File: src/rtl/pwm_capture_if.sv
// rtl/pwm_capture_if.sv - control and result signals of the PWM capture block
//
// Ports (signals):
//   enable      - measurement enable, driven by the master
//   pwm_in      - raw asynchronous PWM input, driven by the master
//   period      - cycles between the last two rising edges
//   high_time   - cycles high within that period
//   valid       - one-cycle pulse when period/high_time update
//   stuck       - one-cycle pulse when the input timeout fires
//   stuck_level - synchronized input level captured at the last timeout
// Modports: master (stimulus/consumer side), slave (pwm_capture side).
interface pwm_capture_if #(
  parameter int WIDTH = 16
);
  logic             enable;
  logic             pwm_in;
  logic [WIDTH-1:0] period;
  logic [WIDTH-1:0] high_time;
  logic             valid;
  logic             stuck;
  logic             stuck_level;

  modport master (
    output enable, pwm_in,
    input  period, high_time, valid, stuck, stuck_level
  );

  modport slave (
    input  enable, pwm_in,
    output period, high_time, valid, stuck, stuck_level
  );
endinterface

File: src/rtl/pwm_capture.sv
// rtl/pwm_capture.sv - measures PWM period and high time, flags a stuck input
//
// Ports:
//   clk    - system clock, rising edge
//   reset  - asynchronous active-low reset
//   bus    - pwm_capture_if.slave: enable/pwm_in in; period, high_time,
//            valid, stuck, stuck_level out
// Optional feature: define PWM_CAPTURE_FILTER_EN to insert a 3-sample
// stability filter after the synchronizer (edge latency 5 instead of 3).
module pwm_capture #(
  parameter int WIDTH = 16
) (
  input  logic         clk,
  input  logic         reset,
  pwm_capture_if.slave bus
);

  typedef enum logic [1:0] {IDLE, HIGH, LOW} state_t;

  state_t           state, state_nxt;
  logic             sync1, sync2;
  logic             prev;
  logic             lvl;
  logic             rise, fall, sat;
  logic [WIDTH-1:0] pcnt, hcnt, pcnt_nxt, hcnt_nxt;
  logic [WIDTH-1:0] pcnt_inc;
  logic             load, timeout;

  logic [WIDTH-1:0] period_r, high_time_r;
  logic             valid_r, stuck_r, stuck_level_r;

  // Two-flop synchronizer for the asynchronous input.
  always_ff @(posedge clk or negedge reset) begin
    if (!reset) begin
      sync1 <= 1'b0;
      sync2 <= 1'b0;
    end else begin
      sync1 <= bus.pwm_in;
      sync2 <= sync1;
    end
  end

`ifdef PWM_CAPTURE_FILTER_EN
  // The filtered level only moves once three consecutive synchronized
  // samples agree; otherwise it holds the previous filtered level (prev).
  logic [1:0] hist;

  always_ff @(posedge clk or negedge reset) begin
    if (!reset) begin
      hist <= 2'b00;
    end else begin
      hist <= {hist[0], sync2};
    end
  end

  assign lvl = ((sync2 == hist[0]) && (hist[0] == hist[1])) ? sync2 : prev;
`else
  assign lvl = sync2;
`endif

  // Edge-detect register; prev resets low.
  always_ff @(posedge clk or negedge reset) begin
    if (!reset) begin
      prev <= 1'b0;
    end else begin
      prev <= lvl;
    end
  end

  assign rise = lvl & ~prev;
  assign fall = ~lvl & prev;
  assign sat  = (pcnt == {WIDTH{1'b1}});
  // An edge in the saturation cycle wins over the timeout; holding at the
  // maximum keeps the counter from wrapping in that case.
  assign pcnt_inc = sat ? pcnt : pcnt + WIDTH'(1);

  always_comb begin
    state_nxt = state;
    pcnt_nxt  = pcnt;
    hcnt_nxt  = hcnt;
    load      = 1'b0;
    timeout   = 1'b0;
    if (!bus.enable) begin
      state_nxt = IDLE;
      pcnt_nxt  = '0;
      hcnt_nxt  = '0;
    end else begin
      case (state)
        IDLE: begin
          pcnt_nxt = '0;
          hcnt_nxt = '0;
          if (rise) begin
            pcnt_nxt  = WIDTH'(1);
            hcnt_nxt  = WIDTH'(1);
            state_nxt = HIGH;
          end
        end
        HIGH: begin
          if (fall) begin
            pcnt_nxt  = pcnt_inc;
            state_nxt = LOW;
          end else if (sat) begin
            timeout = 1'b1;
          end else begin
            pcnt_nxt = pcnt + WIDTH'(1);
            hcnt_nxt = hcnt + WIDTH'(1);
          end
        end
        LOW: begin
          if (rise) begin
            load      = 1'b1;
            pcnt_nxt  = WIDTH'(1);
            hcnt_nxt  = WIDTH'(1);
            state_nxt = HIGH;
          end else if (sat) begin
            timeout = 1'b1;
          end else begin
            pcnt_nxt = pcnt + WIDTH'(1);
          end
        end
        default: begin
          state_nxt = IDLE;
          pcnt_nxt  = '0;
          hcnt_nxt  = '0;
        end
      endcase
      if (timeout) begin
        state_nxt = IDLE;
        pcnt_nxt  = '0;
        hcnt_nxt  = '0;
      end
    end
  end

  always_ff @(posedge clk or negedge reset) begin
    if (!reset) begin
      state <= IDLE;
      pcnt  <= '0;
      hcnt  <= '0;
    end else begin
      state <= state_nxt;
      pcnt  <= pcnt_nxt;
      hcnt  <= hcnt_nxt;
    end
  end

  // Results are registered together with their pulses.
  always_ff @(posedge clk or negedge reset) begin
    if (!reset) begin
      period_r      <= '0;
      high_time_r   <= '0;
      valid_r       <= 1'b0;
      stuck_r       <= 1'b0;
      stuck_level_r <= 1'b0;
    end else begin
      valid_r <= load;
      stuck_r <= timeout;
      if (load) begin
        period_r    <= pcnt;
        high_time_r <= hcnt;
      end
      if (timeout) begin
        stuck_level_r <= lvl;
      end
    end
  end

  assign bus.period      = period_r;
  assign bus.high_time   = high_time_r;
  assign bus.valid       = valid_r;
  assign bus.stuck       = stuck_r;
  assign bus.stuck_level = stuck_level_r;

endmodule

File: src/flat_wrapper.sv
// flat-port wrapper written by rule: the top's interface ports become plain ports
module pwm_capture_flat 
#(
  parameter int WIDTH = 16
)
  (clk, reset, bus_enable, bus_pwm_in, bus_period, bus_high_time, bus_valid, bus_stuck, bus_stuck_level);
  pwm_capture_if #(.WIDTH(WIDTH)) bus_i ();
  input  logic clk;
  input  logic reset;
  input wire logic [$bits(bus_i.enable)-1:0] bus_enable;
  input wire logic [$bits(bus_i.pwm_in)-1:0] bus_pwm_in;
  output wire logic [$bits(bus_i.period)-1:0] bus_period;
  output wire logic [$bits(bus_i.high_time)-1:0] bus_high_time;
  output wire logic [$bits(bus_i.valid)-1:0] bus_valid;
  output wire logic [$bits(bus_i.stuck)-1:0] bus_stuck;
  output wire logic [$bits(bus_i.stuck_level)-1:0] bus_stuck_level;
  assign bus_i.enable = bus_enable;
  assign bus_i.pwm_in = bus_pwm_in;
  assign bus_period = bus_i.period;
  assign bus_high_time = bus_i.high_time;
  assign bus_valid = bus_i.valid;
  assign bus_stuck = bus_i.stuck;
  assign bus_stuck_level = bus_i.stuck_level;
  pwm_capture #(.WIDTH(WIDTH)) u_core (.clk(clk), .reset(reset), .bus(bus_i));
endmodule
File: config.mk
export PLATFORM = sky130hd
export DESIGN_NAME = pwm_capture_flat
export DESIGN_NICKNAME = d
export VERILOG_FILES = /design/src/rtl/pwm_capture_if.sv /design/src/rtl/pwm_capture.sv /design/src/flat_wrapper.sv
export SDC_FILE = /design/constraint.sdc
export NUM_CORES = 1
export LEC_CHECK = 0
export ABC_CLOCK_PERIOD_IN_PS = 6300
export CORE_ASPECT_RATIO = 0.7
export CORE_MARGIN = 10
export CORE_UTILIZATION = 35
export CTS_BUF_LIST = sky130_fd_sc_hd__clkbuf_16
export DETAILED_ROUTE_END_ITERATION = 16
export PLACE_DENSITY_LB_ADDON = 0.3
export SKIP_CTS_REPAIR_TIMING = 1
export SLEW_MARGIN = 25
export SYNTH_ARGS = -nofsm -noshare
export SYNTH_HDL_FRONTEND = slang
export SYNTH_SLANG_ARGS = --single-unit
File: constraint.sdc
create_clock -name clk -period 6.3 [get_ports clk]
set_clock_uncertainty 0.1 [all_clocks]
set_input_delay 1.26 -clock clk [delete_from_list [all_inputs] [get_ports clk]]
set_output_delay 1.26 -clock clk [all_outputs]
set_load 0.05 [all_outputs]
==> run_results.csv, run 1 <==
group,metric,value,unit
outcome,run_status,"completed",
sta,period_share,0.4925,
sta,crit_path_time_final,3103,ps
placed_design,dpl.hpwl,4.745,mm
global_route,first_pass_grt_wire_length,11.86,mm
cts,clk-insertion-delay-late,330,ps
cells_and_area,nFillCells,884,
global_route,grt_overflow_total,0,
drt,route.detailed.drc,0,
sta,max_freq,0.3223,GHz
sta,tns,0,ps
floorplanning,rows,29,
drt,drtIter0Drc,171,
setup_path,worst_ep_required_time,6410,ps
cts,tritoncts_clock_tree,"done",
setup_path,cp_data_arrival_time,3210,ps
cells_and_area,layout.area.seq,1802,sq um
synth,synth_cells,281,
global_route,grt_util_met3,0.04748,
run,cap_viol_max_count,0,
power_and_ir_drop,power_leakage,1.835,nW
floorplanning,core_area,9144,sq um
global_route,grt-busiest-layer,"met1",
drt,routed_wirelength,6.843,mm
cts,clock_sink_count,72,
synth,post_syn_nets,291,
synth,synth_edf_count,0,
worst_hold_path,worstHoldStart,"u_core.sync1$_DFF_PN0_",
drt,vias_per_cell,4.980,
setup_path,timing_startpoint_of_the_critical_path,"bus_enable",
power_and_ir_drop,power.density,240.2,nW/um^2
cts,clk_transition_reported_paths,50,ps
worst_hold_path,worstHoldPathCells,0,
cells_and_area,multi_input_comb_area,1423,sq um
worst_hold_path,hp-class,"reg2reg",
placed_design,place.gp.congestion,0.8213,
drt,final_antenna_net_count,0,
cells_and_area,diodes,0,
cells_and_area,layout-drive-gt1-share,0.1860,
cells_and_area,fin_util,0.4465,
sta,tightest_slew,899.4,ps
cells_and_area,area.growth.synth_to_final,23.60,%
cells_and_area,final_net_count,333,
drt,vias,2251,
cts,clk_root_buffer_cell,"clkbuf_16",
setup_path,reg2reg_slack,3630,ps
floorplanning,initial_utilization,0.3612,
power_and_ir_drop,ir_worst_vdd,0.1374,mV
synth,post_synth.cell_area_avg,11.76,sq um
cts,cts-buffers-inserted,9,
floorplanning,chipHeight,101.3,um
synth,syn-cell-area,3303,sq um
worst_hold_path,min_delay_worst_endpoint,"u_core.lvl$_DFF_PN0_",
drt,avgRoutedWirePerCell,15.14,um
synth,synthFlopType,"dfrtp_1",
setup_path,critPathMaxFanout,18,
global_route,grt_start_max_net_pins,73,
synth,seq_area_frac_synth,0.5455,
cts,htreeDepth,3,
setup_path,timing.rr.end,"u_core.pcnt[2]$_DFF_PN0_",
synth,yosys_warnings,0,
global_route,met2_usage,0.1461,
cts,cts_max_path_buffers,2,
drt,dr.pass1.iters,4,
global_route,grt_usage,0.1078,
synth,synth.distinct_cells,47,
floorplanning,die_width,136.1,um
floorplanning,num_io_pins,39,
sta,slew_viol_final,0,
synth,synth-async-reset-ratio,1.000,
global_route,gr-usage-met1,0.1474,
setup_path,endpoint_kind,"flip-flop",
setup_path,worst_r2r_startpoint,"u_core.pcnt[0]$_DFF_PN0_",
sta,final-setup-viol-count,0,
sta,number_of_endpoints_with_negative_hold_slack_in_the_final_report,0,
placed_design,io_buffers,38,
floorplanning,die-area,13790,sq um
sta,rel_slew_slack,0.4004,
setup_path,crit_path_start_kind,"primary input",
setup_path,timing.reg2reg.worst_path_depth,6,
global_route,vias_in_the_first_global_route,2338,
global_route,antenna_violations_before_repair,0,
sta,setup_repair_after_global_routing_missed_its_margin,"false",
setup_path,setup.worst_path.class,"in2reg",
synth,synthesis_stage_register_bit_count,72,
worst max-delay path: stages:
cell and delay, ps:
clkdlybuf4s50_1 560, nand3_1 610, buf_4 480, mux2_2 300
cells in the final DEF, fill, tap and decap left out, types with 3 or more instances in the layout:
cell | netlist | final
xor2_1 | 21 | 21
inv_1 | 7 | 8
o2111ai_1 | 5 | 5
nand3_1 | 11 | 11
ha_1 | 6 | 6
nand2_1 | 12 | 12
nor2_1 | 40 | 40
mux2_2 | 33 | 33
buf_4 | 1 | 3
clkinv_1 | 0 | 4
and3_1 | 3 | 3
clkdlybuf4s50_1 | 0 | 37
nand4_1 | 5 | 5
o211ai_2 | 4 | 4
clkbuf_16 | 0 | 9
a21oi_1 | 4 | 4
xnor2_1 | 4 | 4
o21ai_0 | 6 | 6
dfrtp_1 | 72 | 72
o21ai_1 | 3 | 3
cell families (layout without fill, tap and decap cells):
group | count (synthesis) | count (layout) | synth area share
xor+xnor | 25 | 25 | 0.06629
mux | 33 | 33 | 0.1125
simple gates | 87 | 87 | 0.1277
compound gates | 41 | 41 | 0.1015
buf+inv | 17 | 64 | 0.02386
fa+ha+maj | 6 | 6 | 0.02273
flops | 72 | 72 | 0.5455
state kept, by name, summed over array words and instances (netlist names):
| name | flops |
|---|---|
| u_core.sync1 | 1 |
| u_core.bus.period | 16 |
| u_core.prev | 1 |
| u_core.bus.stuck | 1 |
| u_core.bus.stuck_level | 1 |
| u_core.lvl | 1 |
| u_core.bus.high_time | 16 |
| u_core.pcnt | 16 |
| u_core.hcnt | 16 |
| u_core.state | 2 |
| u_core.bus.valid | 1 |
cells in the mapped netlist, drive strengths merged (6+ instances only):
cell type,number,area (sq um)
inv,7,26.28
nand3,11,55.05
nand2,12,45.04
ha,6,75.07
nand4,6,43.79
o211ai,6,78.83
xor2,21,183.9
o21ai,10,53.80
nor2,40,150.1
mux2,33,371.6
dfrtp,72,1802
report_power, final:
part	switching, W	internal, W
sequential	0.00000363	0.000466
combinational	0.0000261	0.0000101
clock	0.000177	0.000298
total	0.000207	0.000774
per-stage QoR:
stage,area [sq um],worst slack (ps),hold WS (ps),power (W),instances
after floorplan,3303,3930,231.2,0.0004976,281
after global placement,3804,2887,236.9,0.0005140,436
after CTS,4083,3177,249.3,0.0009958,452
final,4083,3197,247.0,0.0009808,452
after detailed placement,3804,2817,237.3,0.0005143,436
after global routing,4083,3114,279.6,0.001021,452
layout make-up:
cell class,instances,share of cell area
sequential,72,0.4413
multi-input combinational,192,0.3485
timing repair buffer,41,0.09746
clock buffer,9,0.05516
tap,124,0.03800
clock inverter,7,0.01318
inverter,7,0.006436
how the worst max path moves through the flow:
stage / to / cells past startpoint
2_1_floorplan: u_core.bus.high_time[0]$_DFFE_PN0P_ / 3
3_3_place_gp: u_core.bus.period[6]$_DFFE_PN0P_ / 4
3_5_place_dp: u_core.bus.period[5]$_DFFE_PN0P_ / 4
4_1_cts: u_core.bus.period[5]$_DFFE_PN0P_ / 4
5_1_grt: u_core.bus.period[5]$_DFFE_PN0P_ / 4
6_report: u_core.bus.period[5]$_DFFE_PN0P_ / 4
routing by layer:
metal | vias to the layer above | routed length [um]
met3 | 10 | 466
met5 | - | 0
met2 | 49 | 2763
li1 | 1082 | -
met4 | 0 | 109
met1 | 1110 | 3504
No activity file was read; power rests on OpenSTA's default activity.
==> inputs of run 2 (changes only) <==
--- a/config.mk
+++ b/config.mk
@@ -5,7 +5,7 @@
 export SDC_FILE = /design/constraint.sdc
 export NUM_CORES = 1
 export LEC_CHECK = 0
-export ABC_CLOCK_PERIOD_IN_PS = 6300
+export ABC_CLOCK_PERIOD_IN_PS = 2800
 export CORE_ASPECT_RATIO = 0.7
 export CORE_MARGIN = 10
 export CORE_UTILIZATION = 35
==> constraint.sdc (replaced) <==
create_clock -name clk -period 2.8 [get_ports clk]
set_clock_uncertainty 0.1 [all_clocks]
set_input_delay 0.56 -clock clk [delete_from_list [all_inputs] [get_ports clk]]
set_output_delay 0.56 -clock clk [all_outputs]
set_load 0.05 [all_outputs]
==> run 2 against run 1 <==
  * First-iteration DRC count is 46% lower
  * Highest routed layer unchanged
  * Combinational power is 140% higher
  * Final cell count is 1.8% higher
  * Critical path type is now reg2reg
  * Die area stayed put
==> run_results.csv, run 2 (same netlist as run 1, synthesis figures left out) <==
group,metric,value,unit
floorplanning,rows,29,
sta,tightest_slew,598.0,ps
drt,route.detailed.drc,0,
sta,tns,0,ps
setup_path,cp_data_arrival_time,2720,ps
sta,slew_viol_final,0,
sta,number_of_endpoints_with_negative_hold_slack_in_the_final_report,0,
setup_path,worst_r2r_startpoint,"u_core.pcnt[0]$_DFF_PN0_",
sta,setup_slack,184.1,ps
setup_path,critical_path.cell_chain,"ha_1 -> nand4_1 -> or4_4 -> o211ai_4 -> a21o_1 -> nor2_1",
cts,tritoncts_clock_tree,"done",
power_and_ir_drop,power_leakage,1.904,nW
drt,m1WireLength,3.561,mm
cts,clock_sink_count,72,
sta,setup_repair_after_global_routing_missed_its_margin,"false",
cells_and_area,area.growth.synth_to_final,27.50,%
drt,vias_per_cell,4.913,
power_and_ir_drop,ir_worst_vdd,0.4621,mV
drt,vias,2260,
setup_path,critPathSlowestCell,"or4_4",
global_route,first_pass_grt_wire_length,11.89,mm
setup_path,critPathMaxFanout,16,
floorplanning,initial_utilization,0.3612,
cts,clk-insertion-delay-late,340,ps
setup_path,worst_ep_required_time,2900,ps
sta,final-setup-viol-count,0,
floorplanning,core_area,9144,sq um
sta,fin_hold_ws,126.5,ps
cells_and_area,fin_util,0.4606,
drt,dr.pass1.iters,4,
setup_path,endpoint_kind,"flip-flop",
cells_and_area,diodes,0,
run,cap_viol_max_count,0,
floorplanning,chipHeight,101.3,um
placed_design,io_buffers,38,
setup_path,setup.worst_path.class,"reg2reg",
drt,met3_length,462,um
cts,cts_max_path_buffers,2,
setup_path,reg2reg_slack,180,ps
outcome,run_status,"completed",
placed_design,place.gp.congestion,0.8258,
floorplanning,num_io_pins,39,
global_route,antenna_violations_before_repair,0,
sta,crit_path_time_final,2616,ps
sta,rel_slew_slack,0.5971,
setup_path,cpLargestDelayFamily,"compound AO/OA/AOI/OAI gates",
setup_path,timing.rr.end,"u_core.hcnt[11]$_DFFE_PN0P_",
global_route,vias_in_the_first_global_route,2360,
global_route,grt_start_max_net_pins,28,
placed_design,post-place-ws,208.5,ps
cts,htreeDepth,3,
setup_path,timing_startpoint_of_the_critical_path,"u_core.pcnt[0]$_DFF_PN0_",
cells_and_area,nFillCells,845,
worst_hold_path,hp-class,"in2async",
power_and_ir_drop,power.density,576.0,nW/um^2
cells_and_area,layout-drive-gt1-share,0.2113,
cells_and_area,final_net_count,341,
global_route,grt_usage,0.1087,
drt,met2_wirelength,2.934,mm
cts,cts-buffers-inserted,9,
sta,max_freq,0.3823,GHz
floorplanning,die_width,136.1,um
drt,final_antenna_net_count,0,
drt,routed_wirelength,7.047,mm
sta,period_share,0.9342,
setup_path,crit_path_start_kind,"flip-flop",
setup_path,buf_inv_stages_crit_path,0,
cts,clk_root_buffer_cell,"clkbuf_16",
drt,drtIter0Drc,92,
global_route,grt_overflow_total,0,
drt,avgRoutedWirePerCell,15.32,um
setup_path,worst_path_largest_cell_delay,520,ps
cells_and_area,final_cell_mix,"72 x dfrtp_1, 40 x nor2_1, 37 x clkdlybuf4s50_1, 33 x mux2_2, 21 x xor2_1",
floorplanning,die-area,13790,sq um
cells_and_area,mostFrequentLayoutCell,"dfrtp_1",
setup_path,timing.reg2reg.worst_path_depth,6,
cts,clk_transition_reported_paths,60,ps
placed_design,dpl.hpwl,5.024,mm
drt,highest_layer,"met4",
## run 2: changes by cell type in the layout (fill, tap and decap cells not counted), sizes merged
cell    before  now
clkinv       5    2
buf          4   12
bufinv       1    3
inv          8    9
## run 2: area by class of cell
| class | count | area [sq um] | area share |
|---|---|---|---|
| Sequential cell | 72 | 1802 | 0.4278 |
| Multi-Input combinational cell | 192 | 1423 | 0.3378 |
| Timing Repair Buffer | 49 | 470.5 | 0.1117 |
| Clock buffer | 9 | 225.2 | 0.05348 |
| Tap cell | 124 | 155.1 | 0.03684 |
| Clock inverter | 7 | 110.1 | 0.02614 |
| Inverter | 7 | 26.28 | 0.006239 |
## run 2: power breakdown
part,internal [W],switching (W)
registers,0.00105,0.00000822
clock network,0.000863,0.000421
logic,0.0000261,0.0000605
## run 2: routing by layer
layer	vias to the layer above	global-route usage
met5	-	0
met4	0	0.03347
met3	10	0.05094
met2	43	0.1554
met1	1106	0.1429
li1	1101	-
## run 2: worst max path at each step
| stage | endpoint | slack [ps] | depth (start not counted) |
|---|---|---|---|
| after global routing | u_core.hcnt[15]$_DFFE_PN0P_ | 0.8 | 8 |
| after detailed placement | u_core.pcnt[2]$_DFF_PN0_ | 210 | 6 |
| after floorplan | u_core.pcnt[7]$_DFF_PN0_ | 600 | 9 |
| final | u_core.hcnt[11]$_DFFE_PN0P_ | 180 | 6 |
| after CTS | u_core.hcnt[11]$_DFFE_PN0P_ | 190 | 6 |
| after global placement | u_core.pcnt[2]$_DFF_PN0_ | 310 | 6 |
## run 2: per-stage QoR
stage | instance area, sq um | cells | power, W
final | 4212 | 460 | 0.002426
after global routing | 4212 | 460 | 0.002521
after CTS | 4212 | 460 | 0.002463
after detailed placement | 3876 | 444 | 0.001162
after global placement | 3876 | 444 | 0.001160
after floorplan | 3303 | 281 | 0.001120
==> inputs of run 3 (changes only) <==
--- a/config.mk
+++ b/config.mk
@@ -7,8 +7,8 @@
 export LEC_CHECK = 0
 export ABC_CLOCK_PERIOD_IN_PS = 2800
 export CORE_ASPECT_RATIO = 0.7
-export CORE_MARGIN = 10
-export CORE_UTILIZATION = 35
+export CORE_MARGIN = 5
+export CORE_UTILIZATION = 50
 export CTS_BUF_LIST = sky130_fd_sc_hd__clkbuf_16
 export DETAILED_ROUTE_END_ITERATION = 16
 export PLACE_DENSITY_LB_ADDON = 0.3
@@ -17,3 +17,4 @@
 export SYNTH_ARGS = -nofsm -noshare
 export SYNTH_HDL_FRONTEND = slang
 export SYNTH_SLANG_ARGS = --single-unit
+export TNS_END_PERCENT = 1
==> run 3 against run 2 <==
  * Count of clock-buffer cells in the layout unchanged
  * Register-to-register slack about the same
  * Sequential share of layout area up 0.50 points
  * Final cell count down 7.4%
  * Setup slack worse by 4.2 ps
  * Via count up 3.0%
  * First-iteration DRC count up 59%
  * Sequential power about the same
  * Hold slack worse by 57 ps
  * Largest cell class unchanged
  * Highest routed layer unchanged
==> run_results.csv, run 3 (same netlist as run 1, synthesis figures left out) <==
group,metric,value,unit
outcome,run_status,"completed",
floorplanning,core_area,6336,sq um
setup_path,endpoint_kind,"flip-flop",
placed_design,dpl.hpwl,4.831,mm
placed_design,io_buffers,38,
power_and_ir_drop,clock_power_share,0.527,
setup_path,timing.rr.end,"u_core.pcnt[5]$_DFF_PN0_",
sta,tightest_slew,594.8,ps
cts,cts_max_path_buffers,2,
sta,number_of_endpoints_with_negative_hold_slack_in_the_final_report,0,
drt,route.detailed.drc,0,
floorplanning,initial_utilization,0.5213,
worst_hold_path,hp-class,"in2async",
setup_path,critPathSlowestCell,"o21ai_0",
cells_and_area,mostFrequentLayoutCell,"dfrtp_1",
floorplanning,chipHeight,78.01,um
power_and_ir_drop,proportion_of_power_drawn_by_combinational_gates,0.036,
cells_and_area,diodes,0,
sta,final-setup-viol-count,0,
setup_path,critPathMaxFanout,16,
setup_path,worst_path_largest_cell_delay,530,ps
placed_design,place.gp.congestion,0.9047,
cells_and_area,layout.area.seq,1802,sq um
drt,avgRoutedWirePerCell,16.11,um
global_route,vias_in_the_first_global_route,2370,
cts,clock_sink_count,72,
cts,clk_transition_reported_paths,60,ps
global_route,grt_start_max_net_pins,39,
setup_path,cp_data_arrival_time,2740,ps
sta,fin_hold_ws,69.58,ps
power_and_ir_drop,switching_share,0.1996,
setup_path,setup.worst_path.class,"reg2reg",
global_route,antenna_violations_before_repair,0,
cts,cts-buffers-inserted,9,
cells_and_area,area.growth.synth_to_final,26.02,%
cells_and_area,layout-drive-gt1-share,0.2119,
global_route,grt_usage,0.1849,
floorplanning,rows,24,
setup_path,timing.reg2reg.worst_path_depth,6,
global_route,first_pass_grt_wire_length,12.23,mm
sta,setup_repair_after_global_routing_missed_its_margin,"false",
power_and_ir_drop,ir_worst_vdd,0.3969,mV
cells_and_area,final_net_count,340,
run,cap_viol_max_count,0,
power_and_ir_drop,power_leakage,1.892,nW
sta,period_share,0.9357,
power_and_ir_drop,p_int,0.001936,W
cts,clk_root_buffer_cell,"clkbuf_16",
cells_and_area,nFillCells,479,
setup_path,reg2reg_slack,180,ps
drt,drtIter0Drc,146,
setup_path,worst_ep_required_time,2920,ps
sta,max_freq,0.3817,GHz
sta,crit_path_time_final,2620,ps
setup_path,crit_path_start_kind,"flip-flop",
sta,rel_slew_slack,0.5993,
power_and_ir_drop,total_switching_power,0.0004828,W
drt,routed_wirelength,6.863,mm
drt,final_antenna_net_count,0,
setup_path,critical_path.cell_chain,"inv_1 -> ha_1 -> o21ai_0 -> o211ai_4 -> or2_2 -> a211oi_1",
sta,tns,0,ps
drt,vias,2328,
power_and_ir_drop,power.density,581.0,nW/um^2
drt,vias_per_cell,5.465,
setup_path,worst_r2r_startpoint,"u_core.state[0]$_DFFE_PN0P_",
floorplanning,die_width,107.1,um
cts,tritoncts_clock_tree,"done",
floorplanning,die-area,8358,sq um
cells_and_area,multi_input_comb_area,1423,sq um
floorplanning,num_io_pins,39,
cts,htreeDepth,3,
cts,clk-insertion-delay-late,330,ps
power_and_ir_drop,pwr-share-seq,0.437,
sta,slew_viol_final,0,
global_route,grt_overflow_total,0,
drt,dr.pass1.iters,4,
cells_and_area,final_cell_mix,"72 x dfrtp_1, 40 x nor2_1, 37 x clkdlybuf4s50_1, 33 x mux2_2, 21 x xor2_1",
-- run 3: through the flow --
step                setup slack, ps  total power, W  cell area, sq um  instances  utilization
floorplan                     596.3        0.001120              3303        281            -
global placement              323.1        0.001159              3827        410       0.6041
detailed placement            220.8        0.001162              3827        410       0.6041
CTS                           181.5        0.002444              4163        426       0.6570
global route                  33.56        0.002516              4163        426       0.6570
finish                        179.9        0.002419              4163        426       0.6570
-- run 3: power by group through the flow --
| stage | registers [W] | clock network [W] | logic (W) |
|---|---|---|---|
| final | 0.00106 | 0.00127 | 0.0000878 |
| after floorplan | 0.00107 | 0 | 0.0000469 |
| after global placement | 0.00107 | 0 | 0.0000863 |
| after CTS | 0.00106 | 0.00130 | 0.0000892 |
| after detailed placement | 0.00107 | 0 | 0.0000883 |
| after global routing | 0.00106 | 0.00136 | 0.0000998 |
-- run 3: worst max path at each step --
stage	start	slack, ps	endpoint	cells after the start
2_1_floorplan	u_core.state[0]$_DFFE_PN0P_	600	u_core.pcnt[7]$_DFF_PN0_	9
5_1_grt	u_core.pcnt[0]$_DFF_PN0_	30	u_core.hcnt[5]$_DFFE_PN0P_	6
3_3_place_gp	u_core.pcnt[0]$_DFF_PN0_	320	u_core.pcnt[2]$_DFF_PN0_	6
4_1_cts	u_core.state[0]$_DFFE_PN0P_	180	u_core.pcnt[5]$_DFF_PN0_	6
6_report	u_core.state[0]$_DFFE_PN0P_	180	u_core.pcnt[5]$_DFF_PN0_	6
3_5_place_dp	u_core.pcnt[0]$_DFF_PN0_	220	u_core.hcnt[4]$_DFFE_PN0P_	6
-- run 3: final cells by class --
cell class / instances / share of cell area
Clock buffer: 9 / 0.05410
Clock inverter: 7 / 0.02645
Inverter: 7 / 0.006312
Multi-Input combinational cell: 192 / 0.3417
Sequential cell: 72 / 0.4328
Tap cell: 91 / 0.02735
Timing Repair Buffer: 48 / 0.1112
-- run 3: layer usage --
layer  up-vias  global-route usage  part of all wire
met4         0             0.05875            0.0096
met2        60              0.2634              0.44
met3         6             0.06136             0.054
li1       1092                   -                 -
met5         -                   0                 0
met1      1170              0.2668              0.49
-- run 3: critical path: cells and delay by family (launching register included) --
family / cells / cell delay (ps)
and+or+nand+nor: 1 / 490
DFF: 1 / 430
buffers and inverters: 1 / 90
AOI/OAI and AO/OA: 3 / 1090
adders and majority gates: 1 / 310
